[src/rtl/byteswap_axi_write_ctrl.sv]
// AXI4 write master for the byteswap kernel: splits a byte count into INCR bursts,
// passes the swapped stream onto W, and limits in-flight bursts by B-response credit.
module byteswap_axi_write_ctrl #(
    parameter int C_ADDR_WIDTH      = 64,
    parameter int C_DATA_WIDTH      = 512,
    parameter int C_XFER_SIZE_WIDTH = 32,
    parameter int C_BURST_LEN       = 64,
    parameter int C_MAX_OUTSTANDING = 16
) (
    input  logic                          clk,
    input  logic                          rst,
    input  logic                          ctrl_start,
    output logic                          ctrl_done,
    input  logic [C_ADDR_WIDTH-1:0]       ctrl_addr_offset,
    input  logic [C_XFER_SIZE_WIDTH-1:0]  ctrl_xfer_size_in_bytes,
    output logic                          m_axi_awvalid,
    input  logic                          m_axi_awready,
    output logic [C_ADDR_WIDTH-1:0]       m_axi_awaddr,
    output logic [7:0]                    m_axi_awlen,
    output logic                          m_axi_wvalid,
    input  logic                          m_axi_wready,
    output logic [C_DATA_WIDTH-1:0]       m_axi_wdata,
    output logic [C_DATA_WIDTH/8-1:0]     m_axi_wstrb,
    output logic                          m_axi_wlast,
    input  logic                          m_axi_bvalid,
    output logic                          m_axi_bready,
    input  logic                          s_axis_tvalid,
    output logic                          s_axis_tready,
    input  logic [C_DATA_WIDTH-1:0]       s_axis_tdata
);

    localparam int XW         = C_XFER_SIZE_WIDTH;
    localparam int BPB        = C_DATA_WIDTH / 8;
    localparam int BEAT_SHIFT = $clog2(BPB);
    localparam int OW         = $clog2(C_MAX_OUTSTANDING + 1);

    localparam logic [C_ADDR_WIDTH-1:0] BURST_BYTES = C_ADDR_WIDTH'(C_BURST_LEN * BPB);
    localparam logic [7:0]              FULL_LEN_M1 = 8'(C_BURST_LEN - 1);
    localparam logic [OW-1:0]           MAX_OUT     = OW'(C_MAX_OUTSTANDING);
    localparam logic [XW-1:0]           ONE         = XW'(1);

    typedef enum logic [1:0] {IDLE, BUSY, DONE} state_t;
    state_t state, state_next;

    logic [XW-1:0]           total_beats, full_bursts, rem_beats, num_bursts;
    logic [7:0]              last_len_m1;
    logic [C_ADDR_WIDTH-1:0] aw_addr;
    logic [XW-1:0]           aw_left, w_left, b_left;
    logic [7:0]              last_len, beat, cur_len_m1;
    logic [OW-1:0]           outstanding, w_credit;
    logic                    w_open, aw_hs, w_hs, wlast_hs, b_hs, b_all, w_all;

    // Burst split of the requested size, evaluated only when a start is taken
    always_comb begin
        total_beats = ctrl_xfer_size_in_bytes >> BEAT_SHIFT;
        full_bursts = total_beats / XW'(C_BURST_LEN);
        rem_beats   = total_beats % XW'(C_BURST_LEN);
        num_bursts  = full_bursts + XW'(rem_beats != '0);
        last_len_m1 = (rem_beats != '0) ? rem_beats[7:0] - 8'd1 : FULL_LEN_M1;
    end

    assign m_axi_awvalid = (state == BUSY) && (aw_left != '0) && (outstanding < MAX_OUT);
    assign m_axi_awaddr  = aw_addr;
    assign m_axi_awlen   = (aw_left == ONE) ? last_len : FULL_LEN_M1;

    // W may only carry bursts whose address has already been accepted
    assign w_open        = (state == BUSY) && (w_credit != '0);
    assign cur_len_m1    = (w_left == ONE) ? last_len : FULL_LEN_M1;
    assign m_axi_wvalid  = w_open && s_axis_tvalid;
    assign s_axis_tready = w_open && m_axi_wready;
    assign m_axi_wdata   = s_axis_tdata;
    assign m_axi_wstrb   = '1;
    assign m_axi_wlast   = w_open && (beat == cur_len_m1);
    assign m_axi_bready  = (state == BUSY);
    assign ctrl_done     = (state == DONE);

    assign aw_hs    = m_axi_awvalid && m_axi_awready;
    assign w_hs     = m_axi_wvalid && m_axi_wready;
    assign wlast_hs = w_hs && m_axi_wlast;
    assign b_hs     = m_axi_bvalid && m_axi_bready;
    assign b_all    = (b_left == '0) || ((b_left == ONE) && b_hs);
    assign w_all    = (w_left == '0) || ((w_left == ONE) && wlast_hs);

    always_ff @(posedge clk) begin
        if (rst) state <= IDLE;
        else     state <= state_next;
    end

    always_comb begin
        state_next = state;
        case (state)
            IDLE:    if (ctrl_start) state_next = (total_beats == '0) ? DONE : BUSY;
            BUSY:    if (b_all && w_all) state_next = DONE;
            DONE:    state_next = IDLE;
            default: state_next = IDLE;
        endcase
    end

    always_ff @(posedge clk) begin
        if (rst) begin
            aw_addr     <= '0;
            aw_left     <= '0;
            w_left      <= '0;
            b_left      <= '0;
            last_len    <= '0;
            beat        <= '0;
            outstanding <= '0;
            w_credit    <= '0;
        end else if (state == IDLE && ctrl_start) begin
            aw_addr     <= ctrl_addr_offset;
            aw_left     <= num_bursts;
            w_left      <= num_bursts;
            b_left      <= num_bursts;
            last_len    <= last_len_m1;
            beat        <= '0;
            outstanding <= '0;
            w_credit    <= '0;
        end else begin
            if (aw_hs) begin
                aw_addr <= aw_addr + BURST_BYTES;
                aw_left <= aw_left - ONE;
            end
            if (aw_hs && !b_hs)
                outstanding <= outstanding + OW'(1);
            else if (!aw_hs && b_hs && outstanding != '0)
                outstanding <= outstanding - OW'(1);
            if (aw_hs && !wlast_hs)
                w_credit <= w_credit + OW'(1);
            else if (!aw_hs && wlast_hs)
                w_credit <= w_credit - OW'(1);
            if (w_hs)
                beat <= m_axi_wlast ? 8'd0 : beat + 8'd1;
            if (wlast_hs)
                w_left <= w_left - ONE;
            if (b_hs && b_left != '0)
                b_left <= b_left - ONE;
        end
    end

endmodule

[config.mk]
export PLATFORM = sky130hd
export DESIGN_NAME = byteswap_axi_write_ctrl
export DESIGN_NICKNAME = d
export VERILOG_FILES = /design/src/rtl/byteswap_axi_write_ctrl.sv
export SDC_FILE = /design/constraint.sdc
export NUM_CORES = 1
export LEC_CHECK = 0
export BUFFER_PORTS_ARGS = -buffer_cell sky130_fd_sc_hd__buf_2
export CORE_AREA = 2 2 501 503
export DETAILED_ROUTE_END_ITERATION = 6
export DIE_AREA = 0 0 503 505
export PLACE_DENSITY = 0.32
export SETUP_SLACK_MARGIN = 0.5
export SYNTH_ARGS = -nofsm -noshare
export SYNTH_HDL_FRONTEND = slang
export SYNTH_SLANG_ARGS = --single-unit
[constraint.sdc]
create_clock -name clk -period 7.07 [get_ports clk]
set_input_delay 0.3535 -clock clk [delete_from_list [all_inputs] [get_ports clk]]
set_output_delay 0.3535 -clock clk [all_outputs]
set_load 0.02 [all_outputs]
After elaboration in Yosys (flattened, before gate mapping)
Index checks and enable logic that the tools add are counted.
{ "classes": {"multipliers": 0, "shift": 0, "n_reduce_logical": 41, "addsub": 11, "n_eq_ne": 8, "mux": 20, "n_lt_le_gt_ge": 1, "bitwise_logic": 0, "div": 0} }
{ "op_table": {"columns": ["cell", "n"], "rows": [
  ["2-to-1 mux 32 bit", 6],
  ["2-to-1 mux 64 bit", 2],
  ["== test 32 x 1 -> 1 bit (second input constant)", 3],
  ["logical NOT 32 bit", 3],
  ["nonzero test 32 bit", 3],
  ["subtractor 32 x 1 -> 32 bit (second input constant)", 3],
  ["adder 64 x 13 -> 64 bit (second input constant)", 1],
  ["2-to-1 mux 8 bit", 4],
  ["adder 20 x 1 -> 21 bit", 1],
  ["logical AND 1 bit", 20],
  ["2-to-1 mux 5 bit", 4],
  ["adder 5 x 1 -> 5 bit (second input constant)", 2],
  ["nonzero test 2 bit", 5],
  ["nonzero test 5 bit", 2],
  ["subtractor 5 x 1 -> 5 bit (second input constant)", 2],
  ["adder 8 x 1 -> 8 bit (second input constant)", 1],
  ["== test 8 bit", 1],
  ["subtractor 6 x 1 -> 7 bit (second input constant)", 1],
  ["2-to-1 mux 2 bit", 3],
  ["< comparator 5 bit (second input constant)", 1],
  ["case mux 2 bit (2 select lines)", 1],
  ["logical NOT 1 bit", 3],
  ["== test 2 x 1 -> 1 bit (second input constant)", 1],
  ["== test 2 bit (second input constant)", 1],
  ["6 further kinds", 7]
]} }
{ "word_totals": {"out_inout_bits": 654, "ram_bits": 0, "mem_bits_ro": 0, "latch_bits": 0, "word_cells": 90, "inputBits": 615, "ff_bits": 188, "n_memories": 0} }

Logic depth before layout (Yosys ltp)
Gate-level depths: netlist (run 1).
{ "logic_depth": {"ltp_word": 10, "depth_mapped": 19, "mapped_depth_nobuf": 17} }

Least setup slack after synthesis (run 1)
OpenSTA, ideal clock, no wires.
{ "synth_timing": {"kind": "reg-to-reg", "startpoint": "reg w_left[12]", "endpoint": "reg w_credit[4]", "stages_incl_launch_ff": 18, "setup_ps": 71, "arrival_time_ps": 3505, "required_ps": 6999, "path_slack_ps": 3495, "period_less_slack_ps": 3575, "n_path_buf": 3, "cell_sequence": "dfxtp_1 clkbuf_1 nor4_1 nand4_1 o311ai_0 a211oi_1 and3_1 buf_2 inv_1 buf_2 ha_1 inv_1 fa_1 a21o_1 a21oi_1 xnor2_1 or3_1 a21oi_1"} }
{ "synth_between": {"elab_chain_len": 8, "elab_cells_between_ends": 10, "cone_classes": "eq/ne: 2; mux: 2; reduce/logical: 6"} }
{ "synth_lines": {"columns": ["item", "line", "source"], "rows": [
  ["from (decl)", "48", "logic [XW-1:0] aw_left, w_left, b_left;"],
  ["from (signal assigned)", "112", "w_left <= num_bursts;"],
  ["from (signal assigned)", "134", "w_left <= w_left - ONE;"],
  ["== test 32 x 1 -> 1 bit *", "68", "assign cur_len_m1 = (w_left == ONE) ? last_len : FULL_LEN_M1;"],
  ["2-to-1 mux 8 bit *", "68", null],
  ["== test 8 bit *", "73", "assign m_axi_wlast = w_open && (beat == cur_len_m1);"],
  ["logical AND 1 bit *", "73", null],
  ["logical AND 1 bit *", "79", "assign wlast_hs = w_hs && m_axi_wlast;"],
  ["logical NOT 1 bit", "127", "if (aw_hs && !wlast_hs)"],
  ["logical AND 1 bit", "127", null],
  ["2-to-1 mux 5 bit / nonzero test 2 bit (equally long branches)", null, null],
  ["to (signal assigned)", "128", "w_credit <= w_credit + OW'(1);"],
  ["to (signal assigned)", "130", "w_credit <= w_credit - OW'(1);"],
  ["to (decl)", "50", "logic [OW-1:0] outstanding, w_credit;"]
]} }
Every way passes the cells marked *; elsewhere a longest branch is shown, timed or not.
A chain may end at the register's enable or synchronous reset.

Worst setup path after layout (run 1)
{ "layout_timing": {"startpoint": "reg w_left[16]", "endpoint": "reg w_credit[4]"} }
Same word-level chain as after synthesis.

==> impl_results.md, run 1 <==
- Status: finished clean
- DR pass1 iterations: 6
- Worst r2r src: w_left[16]
- Synth Flop Type: dfxtp_1
- Hold Crit Depth: 3
- Family with the most delay on the worst path: simple AND/OR/NAND/NOR gates
- Top cell type's share of synthesized area: between 20% and 30%
- R2R depth: 15
- Hold Path End: m_axi_awaddr[10]
- Initial core utilization: roughly 6.1%
- Async SR Flop Fraction: 0%
- Total clock sinks: 187
- Drt initial violations: 616
- GRT overflow: 0
- Leakage: 5.17 nW
- Post-Syn Instances: a little under 2000
- Clk_lat worst skew: 0.55 ns
- Worst hold path startpoint: ctrl_addr_offset[10]
- CTS Hold Bufs: 12
- Final Hold Fails: 0
- Post_cts resized: 0
- Worst endpoint required time: 7.56 ns
- Sequential area share after synthesis: 24.7%
- DIE AREA: approximately 250000 um2
- Vias in the first global route: ~12000
- Fin crit share: 64.5%
- First-pass GRT wire length: 132000 um
- Worst EP arrival: a little over 5 ns
- Drt drc: 0
- Worst IR Drop VDD: 0.183 mV
- Distinct cell type count after synthesis: 67
- Register Area: around 3700 um2
- Worst R2R End: w_credit[4]
- Placer Congestion: 0.718
- Via density: 2.48
- Post-route setup TNS: 0 ns
- Flop2flop setup slack: 2.51 ns
- Final Setup Violations: 0
- Kind of critical path: register to register
- Post-synth EDFFs: 0
- Crit path time final: 4.56 ns
- Hpwl dp: 88000 um
- Worst-path maximum fanout: 33
- CTS Buffer Depth: 2
- Post-CTS Setup Inserts: 0
- CTS HTree Levels: 4
- Worst Path Buf+Inv: 3
- #FFs+latches synth: 187
- DRT antenna net count: 0
- Count leader, synth: buf_4
- Worst slew margin: 26.7%
- Rows: 183
- Fin nets: 2255
- Die H: 505 um
- CTS Buf Count: 17
- Multi-input gate area: 6860 um2
- Slowest-stage cell, CP: nor4_1
- CTS tree: yes
- Cell taking the most area after synthesis: buf_4
- RSZ-0062 raised after global routing: false
- Synth top area cells: buf_4 29%, dfxtp_1 25%, nor2_1 4.2%, a21oi_1 3.5%, nand2_1 3.1%
- Hold crit path type: primary input to register
- Area grow syn2layout: 10.9%
- Synthesized area: 15100 um2
- Pwr Density: between 200 and 250 nW/um2
- Clk pin slew, worst setup/hold paths: between 0.1 and 0.15 ns
- Routed len/inst: 21.2 um
- Detailed Route WL: 105000 um
- Average size of a mapped cell: approximately 7.6 um2
- Cell chain of the critical path: nor4_1, nand4_1, o311ai_0, a211oi_1, and3_1, buf_4, inv_1, ha_1, inv_1, fa_1, a21o_1, a21oi_1, xnor2_1, or3_1, a21oi_1
- Core ar.: roughly 250000 um2
- Tightest Pin Transition: 1.09 ns
- Routed via count: about 12000
- Max cap viols: 0
- Antenna violations before repair: 16
- Yosys warning total: 0
- Largest net degree at the start of global routing: 102
- Ports: 1269
- Tot Pwr: ~0.0036 W
- Max-slew violations: 0
- Worst setup EP type: register
- Die X: between 500 and 600 um
- Top cells by count, synth: 577 x buf_4, 187 x dfxtp_1, 169 x nor2_1, 125 x nand2_1, 105 x a21oi_1
- Number of fill cells: 29400
- Fin Clk Skew: ~0.038 ns
- CP Launch Type: register
- Maximum clock frequency: 219 MHz
- Clock root cell: clkbuf_16
- CP max stage delay: ~0.54 ns
- All-Layer GR Usage: 8.00%
- Fraction of layout cells with a size suffix above 1: ~16%
- Input/output buffers: 174
-- worst min-delay path, cell delays in order --
cell and delay, ns:
buf_2 0.09, nand2_1 0.06, a21oi_1 0.05
-- layout make-up --
type,count,area share [%]
repair buffers,209,7.12
clock buffers,17,2.54
flip-flops and latches,187,22.3
clock inverters,15,1.39
diodes,3,0.0447
inverters,38,0.850
well taps,3330,24.8
multi-input cells,1166,40.9
-- per-layer routing --
| layer | global-route usage (%) | vias to the layer above | share of wire, % | wire, um |
|---|---|---|---|---|
| met3 | 7.01 | 434 | 20 | 20900 |
| met2 | 12.7 | 843 | 45 | 47500 |
| met4 | 7.19 | 0 | 9.8 | 10300 |
| met1 | 5.73 | 5509 | 25 | 26800 |
| met5 | 0.0190 | - | 0 | 0 |
| li1 | - | 5509 | - | - |
-- kinds of logic (layout without fill, tap and decap cells) --
kind of cell               after synthesis  after routing  synth area share, %
other                                    1             67               0.0248
buffers and inverters                  693            279                 31.6
muxes                                    6              6                0.397
xor gates and xnor gates                91             91                 5.27
adders and majority gates               21             21                 1.84
and+or+nand+nor                        675            675                 23.1
AOI/OAI and AO/OA                      309            309                 13.0
DFF                                    187            187                 24.7
-- worst max-delay path by stage --
stage                    start          end  slack [ns]  cells after the start
floorplan           w_left[12]  w_credit[4]        3.49                     17
global placement    w_left[24]  w_credit[4]        2.46                     15
detailed placement  w_left[16]  w_credit[4]        2.46                     15
CTS                 w_left[16]  w_credit[4]        2.46                     15
global route        w_left[16]  w_credit[4]        1.95                     15
finish              w_left[16]  w_credit[4]        2.51                     15
-- registers in the layout (all words and copies together) (netlist names) --
name,count
w_left,32
outstanding,5
aw_left,32
b_left,32
last_len,7
m_axi_awaddr,64
state,2
beat,8
w_credit,5
-- metrics by stage --
stage          util (%)  worst slack (ns)  hold WS (ns)  cell area [um2]  cells
2_1_floorplan         -              3.49         0.440            15400   2046
3_3_place_gp       6.44              2.46         0.442            16000   4918
3_5_place_dp       6.44              2.46         0.452            16000   4918
4_1_cts            6.76              2.46       0.00190            16800   4962
5_1_grt            6.76              1.95        0.0407            16800   4963
6_report           6.76              2.51        0.0573            16800   4965
-- layout by cell type (no fill, tap or decap), types with 17 or more instances in the layout --
master / n
nor3_1: 78
conb_1: 64
nor4_1: 32
a211oi_1: 55
nand2_1: 124
dfxtp_1: 187
nand3_1: 60
clkbuf_16: 17
buf_2: 173
xor2_1: 50
nand4_1: 45
ha_1: 19
inv_1: 38
a21oi_1: 105
buf_4: 21
xnor2_1: 41
or3_1: 36
nor2_1: 168
and3_1: 24
o21ai_0: 53
-- power by group --
part	leakage, nW	switching [W]	internal [W]
logic	3.32	0.000736	0.000367
registers	1.53	0.000128	0.00115
clock network	0.317	0.000689	0.000509
total	5.17	0.00155	0.00203
(Power assumes the default switching activity.)
==> run 2: changes to the inputs <==
--- a/config.mk
+++ b/config.mk
@@ -5,11 +5,12 @@
 export SDC_FILE = /design/constraint.sdc
 export NUM_CORES = 1
 export LEC_CHECK = 0
+export ABC_AREA = 1
 export BUFFER_PORTS_ARGS = -buffer_cell sky130_fd_sc_hd__buf_2
-export CORE_AREA = 2 2 501 503
+export CORE_AREA = 2 2 493 495
 export DETAILED_ROUTE_END_ITERATION = 6
-export DIE_AREA = 0 0 503 505
-export PLACE_DENSITY = 0.32
+export DIE_AREA = 0 0 495 497
+export PLACE_DENSITY = 0.34
 export SETUP_SLACK_MARGIN = 0.5
 export SYNTH_ARGS = -nofsm -noshare
 export SYNTH_HDL_FRONTEND = slang
==> constraint.sdc (replaced) <==
create_clock -name clk -period 3.8 [get_ports clk]
set_input_delay 0.19 -clock clk [delete_from_list [all_inputs] [get_ports clk]]
set_output_delay 0.19 -clock clk [all_outputs]
set_load 0.02 [all_outputs]
==> run 2 against run 1 <==
Clock power rose by 78%; maximum frequency up 39%; routed wire length grew 16%; critical path type unchanged; critical endpoint unchanged; largest cell class unchanged.
==> impl_results.md, run 2 <==
- Drt initial violations: 912
- Count leader, synth: buf_4
- Drt drc: 0
- Post-synthesis simple-gate area fraction: 23.4%
- Total clock sinks: 187
- Final WS setup: 0.533 ns
- Sequential area share after synthesis: between 20% and 30%
- Yosys warning total: 0
- Flop2flop setup slack: 0.53 ns
- GRT overflow: 0
- Fin nets: 2748
- Synth Flop Type: dfxtp_1
- Fin util: under 10%
- Hold crit path type: primary input to register
- Compound-Gate Fraction of Synth Area: 13.5%
- Via density: 2.72
- Worst slack at placement: 0.282 ns
- Dpl cells: 5205
- Post-synth EDFFs: 0
- RSZ-0062 raised after global routing: true
- Worst IR Drop VDD: ~0.39 mV
- Post-Syn Instances: 2369
- Maximum clock frequency: 306 MHz
- Most common library cell in the layout ignoring fill and taps: nand2_1
- Fin Clk Skew: 0.0209 ns
- Synthesized area: about 16000 um2
- Max-slew violations: 0
- Slowest-stage cell, CP: dfxtp_1
- Routed via count: 14400
- All-Layer GR Usage: under 10%
- Worst endpoint required time: 4.27 ns
- Crit path time final: 3.27 ns
- Largest net degree at the start of global routing: 79
- DIE AREA: between 200000 and 250000 um2
- Async SR Flop Fraction: 0%
- Rows: 180
- CTS Buf Count: 17
- Worst EP arrival: 3.74 ns
- Top cell type's share of synthesized area: 27.2%
- Die H: 497 um
- Initial core utilization: 6.65%
- Final Hold Fails: 0
- Vias in the first global route: 14000
- #FFs+latches synth: 187
- Leakage: 6.76 nW
- Main combinational cell family by area after synthesis: buffers and inverters
- Kind of critical path: register to register
- Core ar.: 240000 um2
- DR pass1 iterations: 5
- Synth Area in XOR/XNOR: 4.78%
- Multi-input gate area: between 7000 and 8000 um2
- Family with the most delay on the worst path: simple AND/OR/NAND/NOR gates
- Detailed Route WL: ~120000 um
- Area grow syn2layout: 16.5%
- Worst-path maximum fanout: 5
- CP Launch Type: register
- Clk pin slew, worst setup/hold paths: 0.09 ns
- Fraction of layout cells with a size suffix above 1: 18.6%
- Register Area: between 3000 and 4000 um2
- Hpwl dp: 106000 um
- Post-route setup TNS: 0 ns
- Crit path top cell by count: nand2_2
- Number of fill cells: 28500
- Worst slew margin: 33.3%
- DRT antenna net count: 0
- Input/output buffers: between 150 and 200
- Most frequent cells in the layout: 315 x nand2_1, 266 x nor2_1, 174 x buf_2, 171 x dfxtp_1, 168 x inv_1
- Status: finished clean
- First-pass GRT wire length: between 150000 and 200000 um
- Ports: 1269
- CP max stage delay: 0.40 ns
- CTS tree: yes
- Worst Path Buf+Inv: 5
- Average size of a mapped cell: approximately 6.7 um2
- Max cap viols: 0
- Routed len/inst: 23.1 um
- CTS HTree Levels: 4
- Top cells by count, synth: 578 x buf_4, 337 x nand2_1, 283 x nor2_1, 187 x dfxtp_1, 171 x inv_1
- Final Setup Violations: 0
- Cell chain of the critical path: ha_4, nand2_4, nor2_4, nand2_2, nor2_4, buf_6, nand2_2, nand2_2, o2111ai_4, nor4_4, nand2_2, ha_4, inv_4, buf_6, fa_2, a21o_1, a21oi_2, buf_4, nand2_1, nand2_1, buf_4, a21oi_2
- Clk_lat worst skew: 0.54 ns
- Die X: 495 um
- Distinct cell type count after synthesis: 48
- CTS Buffer Depth: 2
- Pwr Density: between 300 and 400 nW/um2
- Fin cells: 5312
- Tightest Pin Transition: 1.00 ns
- Mux share of post-synthesis cell area: 0%
- Fin crit share: approximately 86%
- Largest register FFs: 64
- Worst setup EP type: register
- Placer Congestion: 0.783
- Cell taking the most area after synthesis: buf_4
- Clock root cell: clkbuf_16
- Antenna violations before repair: 6
- Synth top area cells: buf_4 27%, dfxtp_1 23%, nand2_1 7.9%, nor2_1 6.7%, o21ai_0 5.2%
- Adder-Cell Fraction of Synth Area: 1.74%
-- run 2: cell count changes after synthesis, moves of 36 or more --
cell      change
nand2_1     +212
nor2_1      +114
inv_1       +133
or3_1        -36
o21ai_0     +113
a211oi_1     -44
-- run 2: worst min-delay path: stages --
cell and delay (ns):
buf_2 0.15, o21ai_0 0.11, a21oi_1 0.14
-- run 2: through the flow --
stage          hold slack (ns)  total power, W  instance area [um2]
6_report                 0.106         0.00727                18600
5_1_grt                 0.0710         0.00781                18600
4_1_cts                 0.0408         0.00741                18200
3_5_place_dp             0.380         0.00508                16900
3_3_place_gp             0.380         0.00507                16900
2_1_floorplan            0.351         0.00483                16200
-- run 2: worst paths after layout --
kind / startpoint / end / cells after the start
worst max-delay path: w_left[0] / w_credit[4] / 22
worst min-delay path: ctrl_addr_offset[57] / m_axi_awaddr[57] / 3
worst max register to register: w_left[0] / w_credit[4] / 22
worst min register to register: b_left[31] / b_left[31] / 1
-- run 2: per-layer routing --
layer | vias to the layer above | wire, um | GRT usage (%)
met5 | - | 89 | 0.254
met4 | 4 | 6840 | 5.18
met3 | 284 | 28500 | 10.0
met2 | 1047 | 55900 | 15.5
met1 | 6506 | 31500 | 6.96
li1 | 6588 | - | -
-- run 2: timing repair --
item	CTS	global route
hold buffers	57	0
setup endpoints to repair	3	14
gates resized for setup	17	87
hold endpoints to repair	55	0
pin swaps	6	34
setup buffers	2	14
-- run 2: kinds of logic (layout without fill, tap and decap cells) --
group           count (synthesis)  count (layout)
xor+xnor                       87              87
simple gates                  870             870
flops                         187             187
buf+inv                       817             510
compound gates                386             386
fa+ha+maj                      21              21
other cells                     1              66
-- run 2: power breakdown --
part / internal [W] / total (W) / switching, W
clock: 0.000929 / 0.00213 / 0.00120
sequential: 0.00220 / 0.00252 / 0.000319
combinational: 0.000862 / 0.00263 / 0.00176
total: 0.00399 / 0.00727 / 0.00328
-- run 2: area by class of cell --
cell class	count	share of cell area, %
Tap cell	3185	21.4
Inverter	174	3.55
Sequential cell	187	20.3
Clock buffer	17	2.29
Multi-Input combinational cell	1428	40.3
Timing Repair Buffer	304	10.9
Antenna cell	2	0.0269
Clock inverter	15	1.17
==> run 3: changes to the inputs <==
--- a/config.mk
+++ b/config.mk
@@ -5,12 +5,12 @@
 export SDC_FILE = /design/constraint.sdc
 export NUM_CORES = 1
 export LEC_CHECK = 0
-export ABC_AREA = 1
+export ABC_AREA = 0
 export BUFFER_PORTS_ARGS = -buffer_cell sky130_fd_sc_hd__buf_2
-export CORE_AREA = 2 2 493 495
+export CORE_AREA = 2 2 501 503
 export DETAILED_ROUTE_END_ITERATION = 6
-export DIE_AREA = 0 0 495 497
-export PLACE_DENSITY = 0.34
+export DIE_AREA = 0 0 503 505
+export PLACE_DENSITY = 0.32
 export SETUP_SLACK_MARGIN = 0.5
 export SYNTH_ARGS = -nofsm -noshare
 export SYNTH_HDL_FRONTEND = slang
==> constraint.sdc (replaced) <==
create_clock -name clk -period 4.1 [get_ports clk]
set_input_delay 0.205 -clock clk [delete_from_list [all_inputs] [get_ports clk]]
set_output_delay 0.205 -clock clk [all_outputs]
set_load 0.02 [all_outputs]
==> run 3 against run 2 <==
Critical path depth is 6 lower; non-clock buffer count shrank 23; combinational power fell by 24%; sequential share of layout area increased by 1.1 points.
==> impl_results.md, run 3 (synthesis gave the netlist of run 1 again) <==
- Hold crit path type: primary input to register
- Max-slew violations: 0
- Most common library cell in the layout ignoring fill and taps: dfxtp_1
- Via density: 2.51
- Worst setup EP type: register
- Fraction of layout cells with a size suffix above 1: 17.5%
- Worst slew margin: ~35%
- Crit path time final: 3.43 ns
- DIE AREA: between 200000 and 300000 um2
- Fin Clk Skew: 0.0505 ns
- Clk_lat worst skew: ~0.57 ns
- Maximum clock frequency: 291 MHz
- All-Layer GR Usage: 8.06%
- Worst endpoint required time: 4.58 ns
- Antenna violations before repair: 18
- Clk pin slew, worst setup/hold paths: 0.11 ns
- CP Launch Type: register
- Max cap viols: 0
- Die X: ~500 um
- Kind of critical path: register to register
- RSZ-0062 raised after global routing: true
- CTS Buf Count: 17
- Drt initial violations: 640
- Ports: 1269
- Fin nets: 2327
- Worst EP arrival: 3.92 ns
- Clock root cell: clkbuf_16
- Hold_ws: 0.0612 ns
- Total clock sinks: 187
- GRT overflow: 0
- Final Setup Violations: 0
- Placer Congestion: 0.711
- Input/output buffers: ~170
- DRT antenna net count: 0
- Hpwl dp: approximately 89000 um
- Vias in the first global route: 12100
- Die H: 505 um
- Tightest Pin Transition: between 0.9 and 1 ns
- CTS HTree Levels: 4
- First-pass GRT wire length: 133000 um
- Largest register FFs: 64
- DR pass1 iterations: 5
- Number of fill cells: just under 30000
- CTS Buffer Depth: 2
- Worst-path maximum fanout: 5
- Leakage: ~5.5 nW
- CTS tree: yes
- Routed via count: 12600
- Area grow syn2layout: 15.8%
- Rows: 183
- Worst IR Drop VDD: 0.270 mV
- Detailed Route WL: 106000 um
- Core ar.: 248000 um2
- Routed len/inst: roughly 21 um
- Post-route setup TNS: 0 ns
- Fin crit share: 83.8%
- Final Hold Fails: 0
- Status: finished clean
- Most frequent cells in the layout: 187 x dfxtp_1, 173 x buf_2, 167 x nor2_1, 124 x nand2_1, 104 x a21oi_1
- Drt drc: 0
- Pwr Density: 356 nW/um2
- Largest net degree at the start of global routing: 100
- Initial core utilization: 6.10%
-- run 3: cell types whose count changed in the layout (fill, tap and decap cells not counted), moves of 36 or more --
cell / previous run / this run
inv_1: 168 / 37
or3_1: 0 / 36
nand2_1: 315 / 124
a211oi_1: 9 / 53
o21ai_0: 165 / 52
nor2_1: 266 / 167
-- run 3: cell type report --
type	instances	area (um2)	area share, %
Timing Repair Buffer	281	1880	10.7
Tap cell	3330	4170	23.8
Sequential cell	187	3740	21.4
Antenna cell	2	5.00	0.0286
Clock inverter	15	208	1.19
Multi-Input combinational cell	1166	6950	39.7
Clock buffer	17	425	2.43
Inverter	38	143	0.814
-- run 3: path summary, 6_finish.rpt --
check	startpoint	end	slack, ns	depth (start not counted)
setup / recovery	w_left[1]	w_credit[4]	0.67	16
hold / removal	ctrl_addr_offset[34]	m_axi_awaddr[34]	0.06	3
setup reg to reg	w_left[1]	w_credit[4]	0.67	16
hold reg to reg	m_axi_awaddr[1]	m_axi_awaddr[1]	0.46	2
-- run 3: layer usage --
layer | routed length, um | part of all wire (%) | vias to the layer above | global-route usage [%]
li1 | - | - | 5645 | -
met1 | 27100 | 25 | 5686 | 5.82
met2 | 48400 | 45 | 855 | 12.9
met3 | 20900 | 20 | 437 | 7.05
met4 | 10200 | 9.6 | 0 | 6.98
met5 | 0 | 0 | - | 0.0952
-- run 3: stage by stage --
step | std cells | util [%] | total power, W | area (um2) | setup WS (ns)
2_1_floorplan | 2046 | - | 0.00419 | 15400 | 0.525
3_3_place_gp | 4938 | 6.51 | 0.00423 | 16200 | 0.121
3_5_place_dp | 4938 | 6.51 | 0.00424 | 16200 | 0.284
4_1_cts | 5033 | 7.03 | 0.00645 | 17400 | 0.506
5_1_grt | 5035 | 7.06 | 0.00667 | 17500 | 0.403
6_report | 5036 | 7.06 | 0.00623 | 17500 | 0.665
-- run 3: where the power goes --
group	switching, W	internal, W
sequential	0.000216	0.00199
combinational	0.00130	0.000706
clock	0.00116	0.000856
-- run 3: worst max-delay path, stage by stage (launching register included) --
cell	delay, ns
dfxtp_1	0.36
inv_1	0.11
ha_1	0.18
nor3b_4	0.24
and4_4	0.28
nand3_1	0.08
a31o_2	0.29
and3_1	0.19
inv_1	0.11
ha_2	0.21
inv_2	0.06
fa_1	0.41
a21o_1	0.19
a21oi_2	0.14
xnor2_1	0.08
or3_1	0.30
a21oi_1	0.14
-- run 3: repair_timing --
item                                   CTS  global route
setup buffers                            0             1
gates resized for setup                  6            14
setup endpoints to repair                2             6
pin swaps                                0             2
hold buffers                            63             0
endpoints found under the hold margin   63             0
